$ cat config.mk
export PLATFORM = sky130hd
export DESIGN_NAME = pwr_cntr_mem
export DESIGN_NICKNAME = d
export VERILOG_FILES = /design/src/rtl/pwr_cntr_mem_pkg.sv /design/src/rtl/pwr_sat_acc.sv /design/src/rtl/pwr_cntr_mem.sv
export SDC_FILE = /design/constraint.sdc
export NUM_CORES = 1
export LEC_CHECK = 0
export ABC_AREA = 1
export BUFFER_PORTS_ARGS = -buffer_cell sky130_fd_sc_hd__buf_4
export CAP_MARGIN = 20
export CORE_MARGIN = 3
export CORE_UTILIZATION = 60
export CTS_CLUSTER_DIAMETER = 120
export DETAILED_ROUTE_END_ITERATION = 16
export GPL_ROUTABILITY_DRIVEN = 1
export PLACE_DENSITY_LB_ADDON = 0.12
export SLEW_MARGIN = 10
export SYNTH_ARGS = -nofsm -noshare
export SYNTH_HDL_FRONTEND = slang
export SYNTH_SLANG_ARGS = --single-unit
$ cat constraint.sdc
create_clock -name clk -period 23.3 [get_ports clk]
set_input_delay 4.66 -clock clk [delete_from_list [all_inputs] [get_ports clk]]
set_output_delay 4.66 -clock clk [all_outputs]
set_load 0.02 [all_outputs]
$ cat src/rtl/pwr_cntr_mem_pkg.sv
// Shared types and helpers for the power-event counter memory.
`default_nettype none

package pwr_cntr_mem_pkg;

   typedef enum logic [1:0] {
      PWR_IDLE  = 2'd0,
      PWR_ACCUM = 2'd1,
      PWR_DUMP  = 2'd2
   } pwr_state_e;

   // Index width that stays legal for a single-channel build.
   function automatic int unsigned idx_w(input int unsigned n);
      return (n > 1) ? $clog2(n) : 1;
   endfunction

endpackage

`default_nettype wire

$ cat src/rtl/pwr_sat_acc.sv
// Saturating unsigned accumulator with synchronous clear and sticky overflow flag.
`default_nettype none

module pwr_sat_acc #(
   parameter int W     = 16,
   parameter int INC_W = 4
) (
   input  logic             clk,
   input  logic             reset_L,
   input  logic             clr,
   input  logic             en,
   input  logic [INC_W-1:0] inc,
   output logic [W-1:0]     val,
   output logic             sat
);

   // One extra bit over the wider operand so the carry out is never lost.
   localparam int SW = ((W > INC_W) ? W : INC_W) + 1;
   localparam logic [SW-1:0] MAX_VAL = {{(SW-W){1'b0}}, {W{1'b1}}};

   logic [SW-1:0] sum;
   logic [W-1:0]  val_q, val_d;
   logic          sat_q, sat_d;

   always_comb begin
      sum   = SW'(val_q) + SW'(inc);
      val_d = val_q;
      sat_d = sat_q;
      if (clr) begin
         val_d = '0;
         sat_d = 1'b0;
      end else if (en) begin
         if (sum > MAX_VAL) begin
            val_d = '1;
            sat_d = 1'b1;
         end else begin
            val_d = sum[W-1:0];
         end
      end
   end

   always_ff @(posedge clk) begin
      if (!reset_L) begin
         val_q <= '0;
         sat_q <= 1'b0;
      end else begin
         val_q <= val_d;
         sat_q <= sat_d;
      end
   end

   assign val = val_q;
   assign sat = sat_q;

endmodule

`default_nettype wire

$ cat src/rtl/pwr_cntr_mem.sv
// Per-channel weighted rising-edge counters with running total and valid/ready readout.
`default_nettype none

module pwr_cntr_mem
   import pwr_cntr_mem_pkg::*;
#(
   parameter int NUM_CNTR = 8,
   parameter int CNT_W    = 16,
   parameter int WEIGHT_W = 4,
   parameter int TOT_W    = 20
) (
   input  logic                         clk,
   input  logic                         reset_L,
   input  logic [NUM_CNTR-1:0]          sig_in,
   input  logic [NUM_CNTR*WEIGHT_W-1:0] weight_in,
   input  logic                         start,
   input  logic                         stop,
   input  logic                         dump,
   output logic                         rd_valid,
   input  logic                         rd_ready,
   output logic [idx_w(NUM_CNTR)-1:0]   rd_idx,
   output logic [CNT_W-1:0]             rd_data,
   output logic                         rd_last,
   output logic [TOT_W-1:0]             pwr_total,
   output logic [NUM_CNTR-1:0]          sat_flag,
   output logic                         busy
);

   localparam int IDX_W = idx_w(NUM_CNTR);
   // Wide enough for every channel rising with its maximum weight in one cycle.
   localparam int SUM_W = WEIGHT_W + idx_w(NUM_CNTR + 1);

   pwr_state_e          state_q, state_d;
   logic [IDX_W-1:0]    idx_q, idx_d;
   logic [NUM_CNTR-1:0] sig_q;
   logic [NUM_CNTR-1:0] rise;
   logic [SUM_W-1:0]    wsum;
   logic                clr;
   logic                acc_en;
   logic                idx_last;
   logic                tot_sat_unused;
   logic [CNT_W-1:0]    cnt [NUM_CNTR];

   assign rise     = sig_in & ~sig_q;
   assign idx_last = (idx_q == IDX_W'(NUM_CNTR - 1));

   always_comb begin
      wsum = '0;
      for (int i = 0; i < NUM_CNTR; i++) begin
         if (rise[i]) begin
            wsum = wsum + SUM_W'(weight_in[i*WEIGHT_W +: WEIGHT_W]);
         end
      end
   end

   always_comb begin
      state_d = state_q;
      idx_d   = idx_q;
      clr     = 1'b0;
      acc_en  = 1'b0;
      case (state_q)
         PWR_IDLE: begin
            if (start) begin
               state_d = PWR_ACCUM;
               clr     = 1'b1;
            end else if (dump) begin
               state_d = PWR_DUMP;
               idx_d   = '0;
            end
         end
         PWR_ACCUM: begin
            if (start) begin
               clr = 1'b1;
            end else begin
               acc_en = 1'b1;
               if (stop) begin
                  state_d = PWR_DUMP;
                  idx_d   = '0;
               end
            end
         end
         PWR_DUMP: begin
            if (rd_ready) begin
               if (idx_last) begin
                  state_d = PWR_IDLE;
                  idx_d   = '0;
               end else begin
                  idx_d = idx_q + 1'b1;
               end
            end
         end
         default: begin
            state_d = PWR_IDLE;
            idx_d   = '0;
         end
      endcase
   end

   always_ff @(posedge clk) begin
      if (!reset_L) begin
         state_q <= PWR_IDLE;
         idx_q   <= '0;
         sig_q   <= '0;
      end else begin
         state_q <= state_d;
         idx_q   <= idx_d;
         sig_q   <= sig_in;
      end
   end

   generate
      for (genvar gi = 0; gi < NUM_CNTR; gi++) begin : g_cntr
         pwr_sat_acc #(
            .W     (CNT_W),
            .INC_W (WEIGHT_W)
         ) u_cnt (
            .clk     (clk),
            .reset_L (reset_L),
            .clr     (clr),
            .en      (acc_en & rise[gi]),
            .inc     (weight_in[gi*WEIGHT_W +: WEIGHT_W]),
            .val     (cnt[gi]),
            .sat     (sat_flag[gi])
         );
      end
   endgenerate

   pwr_sat_acc #(
      .W     (TOT_W),
      .INC_W (SUM_W)
   ) u_total (
      .clk     (clk),
      .reset_L (reset_L),
      .clr     (clr),
      .en      (acc_en),
      .inc     (wsum),
      .val     (pwr_total),
      .sat     (tot_sat_unused)
   );

   assign busy     = (state_q != PWR_IDLE);
   assign rd_valid = (state_q == PWR_DUMP);
   assign rd_idx   = idx_q;
   assign rd_last  = rd_valid & idx_last;
   assign rd_data  = rd_valid ? cnt[idx_q] : '0;

endmodule

`default_nettype wire

==> impl_metrics.env <==
export IMPL_reg2reg_to="u_total.val[14]$_SDFFE_PP0P_"
export IMPL_hold_path_class="reg2reg"
export IMPL_core_mm2=0.01972
export IMPL_vias=11910
export IMPL_ys_flop_type="dfxtp_1"
export IMPL_synth_warning_count=0
export IMPL_fin_cells=2081
export IMPL_rows=51
export IMPL_post_route_cell_area_mm2=0.01363
export IMPL_hpwl_um=24930
export IMPL_syn_area_mm2=0.01223
export IMPL_postCtsSetupBuffers=0
export IMPL_clk_path_buf_depth=2
export IMPL_syn2layout_area_growth_pct=11.42
export IMPL_syn_avg_cell_area_um2=7.018
export IMPL_initial_utilization=0.6204
export IMPL_post_dp_cell_area_mm2=0.01307
export IMPL_die_area_mm2=0.02214
export IMPL_drt_iter0_drc=1010
export IMPL_status="complete, no violations"
export IMPL_rsz0062_at_grt="no"
export IMPL_pin_count=96
export IMPL_hold_violations=0
export IMPL_worstSetupPathType="in2reg"
export IMPL_synth_seq_area_share=0.2766
export IMPL_ys_types=55
export IMPL_synth_top_cell_area_share=0.2766
export IMPL_power_density_mw_per_mm2=58.88
export IMPL_regToRegSetupSlack_ns=14.64
export IMPL_dieWidth_um=148.8
export IMPL_grt_pass1_wl_um=54870
export IMPL_internal_power_w=0.0005144
export IMPL_cts_root_buf="clkbuf_16"
export IMPL_fin_util=0.6913
export IMPL_die_h_um=148.8
export IMPL_dr_pass1_iters=6
export IMPL_finClkSkew_ns=0.01189
export IMPL_wire_per_inst_um=16.18
export IMPL_maxSlewViolCount=0
export IMPL_via_per_inst=5.723
export IMPL_h_tree_depth=4
export IMPL_place_inst=2049
export IMPL_synth_area_top_cells="dfxtp_1, nand2_1, inv_1"
export IMPL_holdPathEnd="g_cntr[1].u_cnt.sat$_SDFFE_PP0P_"
export IMPL_drc=0
export IMPL_seqPwrFrac=0.376
export IMPL_gp_congestion=0.9251
export IMPL_net_switching_power_w=0.0002882
export IMPL_ff2ff_path_depth=46
export IMPL_synth_edf_count=0
export IMPL_combPwrFrac=0.279
export IMPL_async_reset_ff_frac=0
export IMPL_end_kind="flip-flop"
export IMPL_drive_gt1_frac=0.1377
export IMPL_cp_arrival_ns=13.02
export IMPL_cp_top_family="adder cells"
export IMPL_relSlewSlack=0.3607
export IMPL_clock_latency_ns=0.44
export IMPL_tightest_slew_ns=0.9553
export IMPL_cts_sinks=169
export IMPL_cts_tree="yes"
export IMPL_yosysTopAreaCell="dfxtp_1"
export IMPL_cellLeakagePower_nw=5.775
export IMPL_clkTransAtPathRegs_ns=0.08
export IMPL_cts_inserted_buffers=17
export IMPL_n_antenna_cell=0
export IMPL_grt_pass1_vias=11190
export IMPL_min_path_cells=2
export IMPL_postCtsResizedCells=0
export IMPL_overflow=0
export IMPL_start_kind="input pin"
export IMPL_drv_cap=0
export IMPL_critPathSlowestCell="fa_1"
export IMPL_nets=1936
export IMPL_hold_path_startpoint="g_cntr[1].u_cnt.sat$_SDFFE_PP0P_"
export IMPL_pwr_share_clk=0.345
export IMPL_netlist_instances=1743
export IMPL_critPathMaxStageDelay_ns=0.53
export IMPL_tns_ns=0
export IMPL_grt_total_usage=0.3030
export IMPL_drt_total_wl_um=33670
export IMPL_layout_common_cells="nand2_1, inv_1, dfxtp_1"
export IMPL_setup_viol=0
export IMPL_timing_hold_ws_ns=0.4537
export IMPL_cpMostUsedCell="inv_1"
export IMPL_ant_nets=0
export IMPL_io_buffers=95
export IMPL_p_sw_frac=0.3591
export IMPL_period_needed_ns=12.68
export IMPL_synth_seq_cells=169
export IMPL_vdd_drop_max_v=0.00005309
export IMPL_critPathBufInv=13
export IMPL_r2r_start="sig_q[0]$_SDFF_PN0_"
export IMPL_period_share=0.5440
export IMPL_max_freq_mhz=78.89
export IMPL_antenna_found_initial=0
export IMPL_cp_required_ns=23.64
export IMPL_layout_commonest_cell="nand2_1"
export IMPL_grt_max_degree=77
export IMPL_synth_nets=1876
export IMPL_postCtsHoldBufs=0
export IMPL_critPathMaxFanout=16
==> registers in the layout (all words and copies together) (netlist names) <==
register and count:
sig_q 8, state_q 2, g_cntr.u_cnt.sat 8, u_total.val 20
rd_idx 3, g_cntr.u_cnt.val 128
==> stage by stage <==
| step | setup slack [ns] | power [W] |
|---|---|---|
| floorplan | 11.20 | 0.0004669 |
| global placement | 10.48 | 0.0005243 |
| detailed placement | 10.17 | 0.0005281 |
| CTS | 10.63 | 0.0008040 |
| global route | 9.891 | 0.0008433 |
| finish | 10.62 | 0.0008026 |
==> power groups by stage <==
stage / Combinational (W) / Sequential [W] / Clock [W]
CTS: 0.000221 / 0.000302 / 0.000281
detailed placement: 0.000220 / 0.000308 / 0
finish: 0.000224 / 0.000302 / 0.000277
global placement: 0.000216 / 0.000308 / 0
floorplan: 0.000158 / 0.000309 / 0
global route: 0.000249 / 0.000303 / 0.000292
==> worst max-delay path by stage <==
| stage | slack (ns) | cells after the start | start | endpoint |
|---|---|---|---|---|
| after floorplan | 11.20 | 47 | sig_in[0] | u_total.val[14]$_SDFFE_PP0P_ |
| after global placement | 10.48 | 48 | sig_in[0] | u_total.val[14]$_SDFFE_PP0P_ |
| after detailed placement | 10.17 | 48 | sig_in[0] | u_total.val[14]$_SDFFE_PP0P_ |
| after CTS | 10.63 | 48 | sig_in[0] | u_total.val[14]$_SDFFE_PP0P_ |
| after global routing | 9.89 | 48 | sig_in[0] | u_total.val[14]$_SDFFE_PP0P_ |
| final | 10.62 | 48 | sig_in[0] | u_total.val[14]$_SDFFE_PP0P_ |
==> logic make-up after synthesis <==
logic type	count (synthesis)	synth area share
compound gates	451	0.2173
simple gates	607	0.2329
buf+inv	333	0.1057
flops	169	0.2766
xor+xnor	96	0.06873
fa+ha+maj	87	0.09880
==> layout make-up <==
type / count / area [um2]
repair buffers: 102 / 765.7
multi-input cells: 1241 / 7569
fillers: 1724 / 6087
flip-flops and latches: 169 / 3385
inverters: 272 / 1021
well taps: 265 / 331.6
clock buffers: 18 / 429.2
clock inverters: 14 / 130.1
==> worst register-to-register path, delay by kind of cell (launching register included) <==
kind	cells	cell delay (ns)
adder cells (fa/ha/maj)	9	3.64
AO/OA/AOI/OAI	14	2.58
buffers and inverters	11	0.98
XOR/XNOR	1	0.18
flip-flops	1	0.32
AND/OR/NAND/NOR	11	0.88
==> synthesized netlist by cell type (all sizes together) (25+ instances only) <==
| library cell | n |
|---|---|
| a31oi | 41 |
| nand2 | 301 |
| nor3 | 34 |
| a21oi | 160 |
| nand3 | 91 |
| inv | 270 |
| xor2 | 71 |
| nor2 | 138 |
| xnor2 | 25 |
| ha | 71 |
| dfxtp | 169 |
| clkbuf | 46 |
| o21ai | 159 |
==> metal layers <==
| layer | wire length [um] | part of all wire | vias to the layer above | global-route usage |
|---|---|---|---|---|
| li1 | - | - | 5961 | - |
| met4 | 1103 | 0.033 | 0 | 0.1167 |
| met3 | 1744 | 0.052 | 65 | 0.04619 |
| met2 | 16330 | 0.48 | 362 | 0.5222 |
| met1 | 14490 | 0.43 | 5522 | 0.3836 |
| met5 | 0 | 0 | - | 0 |
Note: power is estimated with default switching activity, not from simulation.
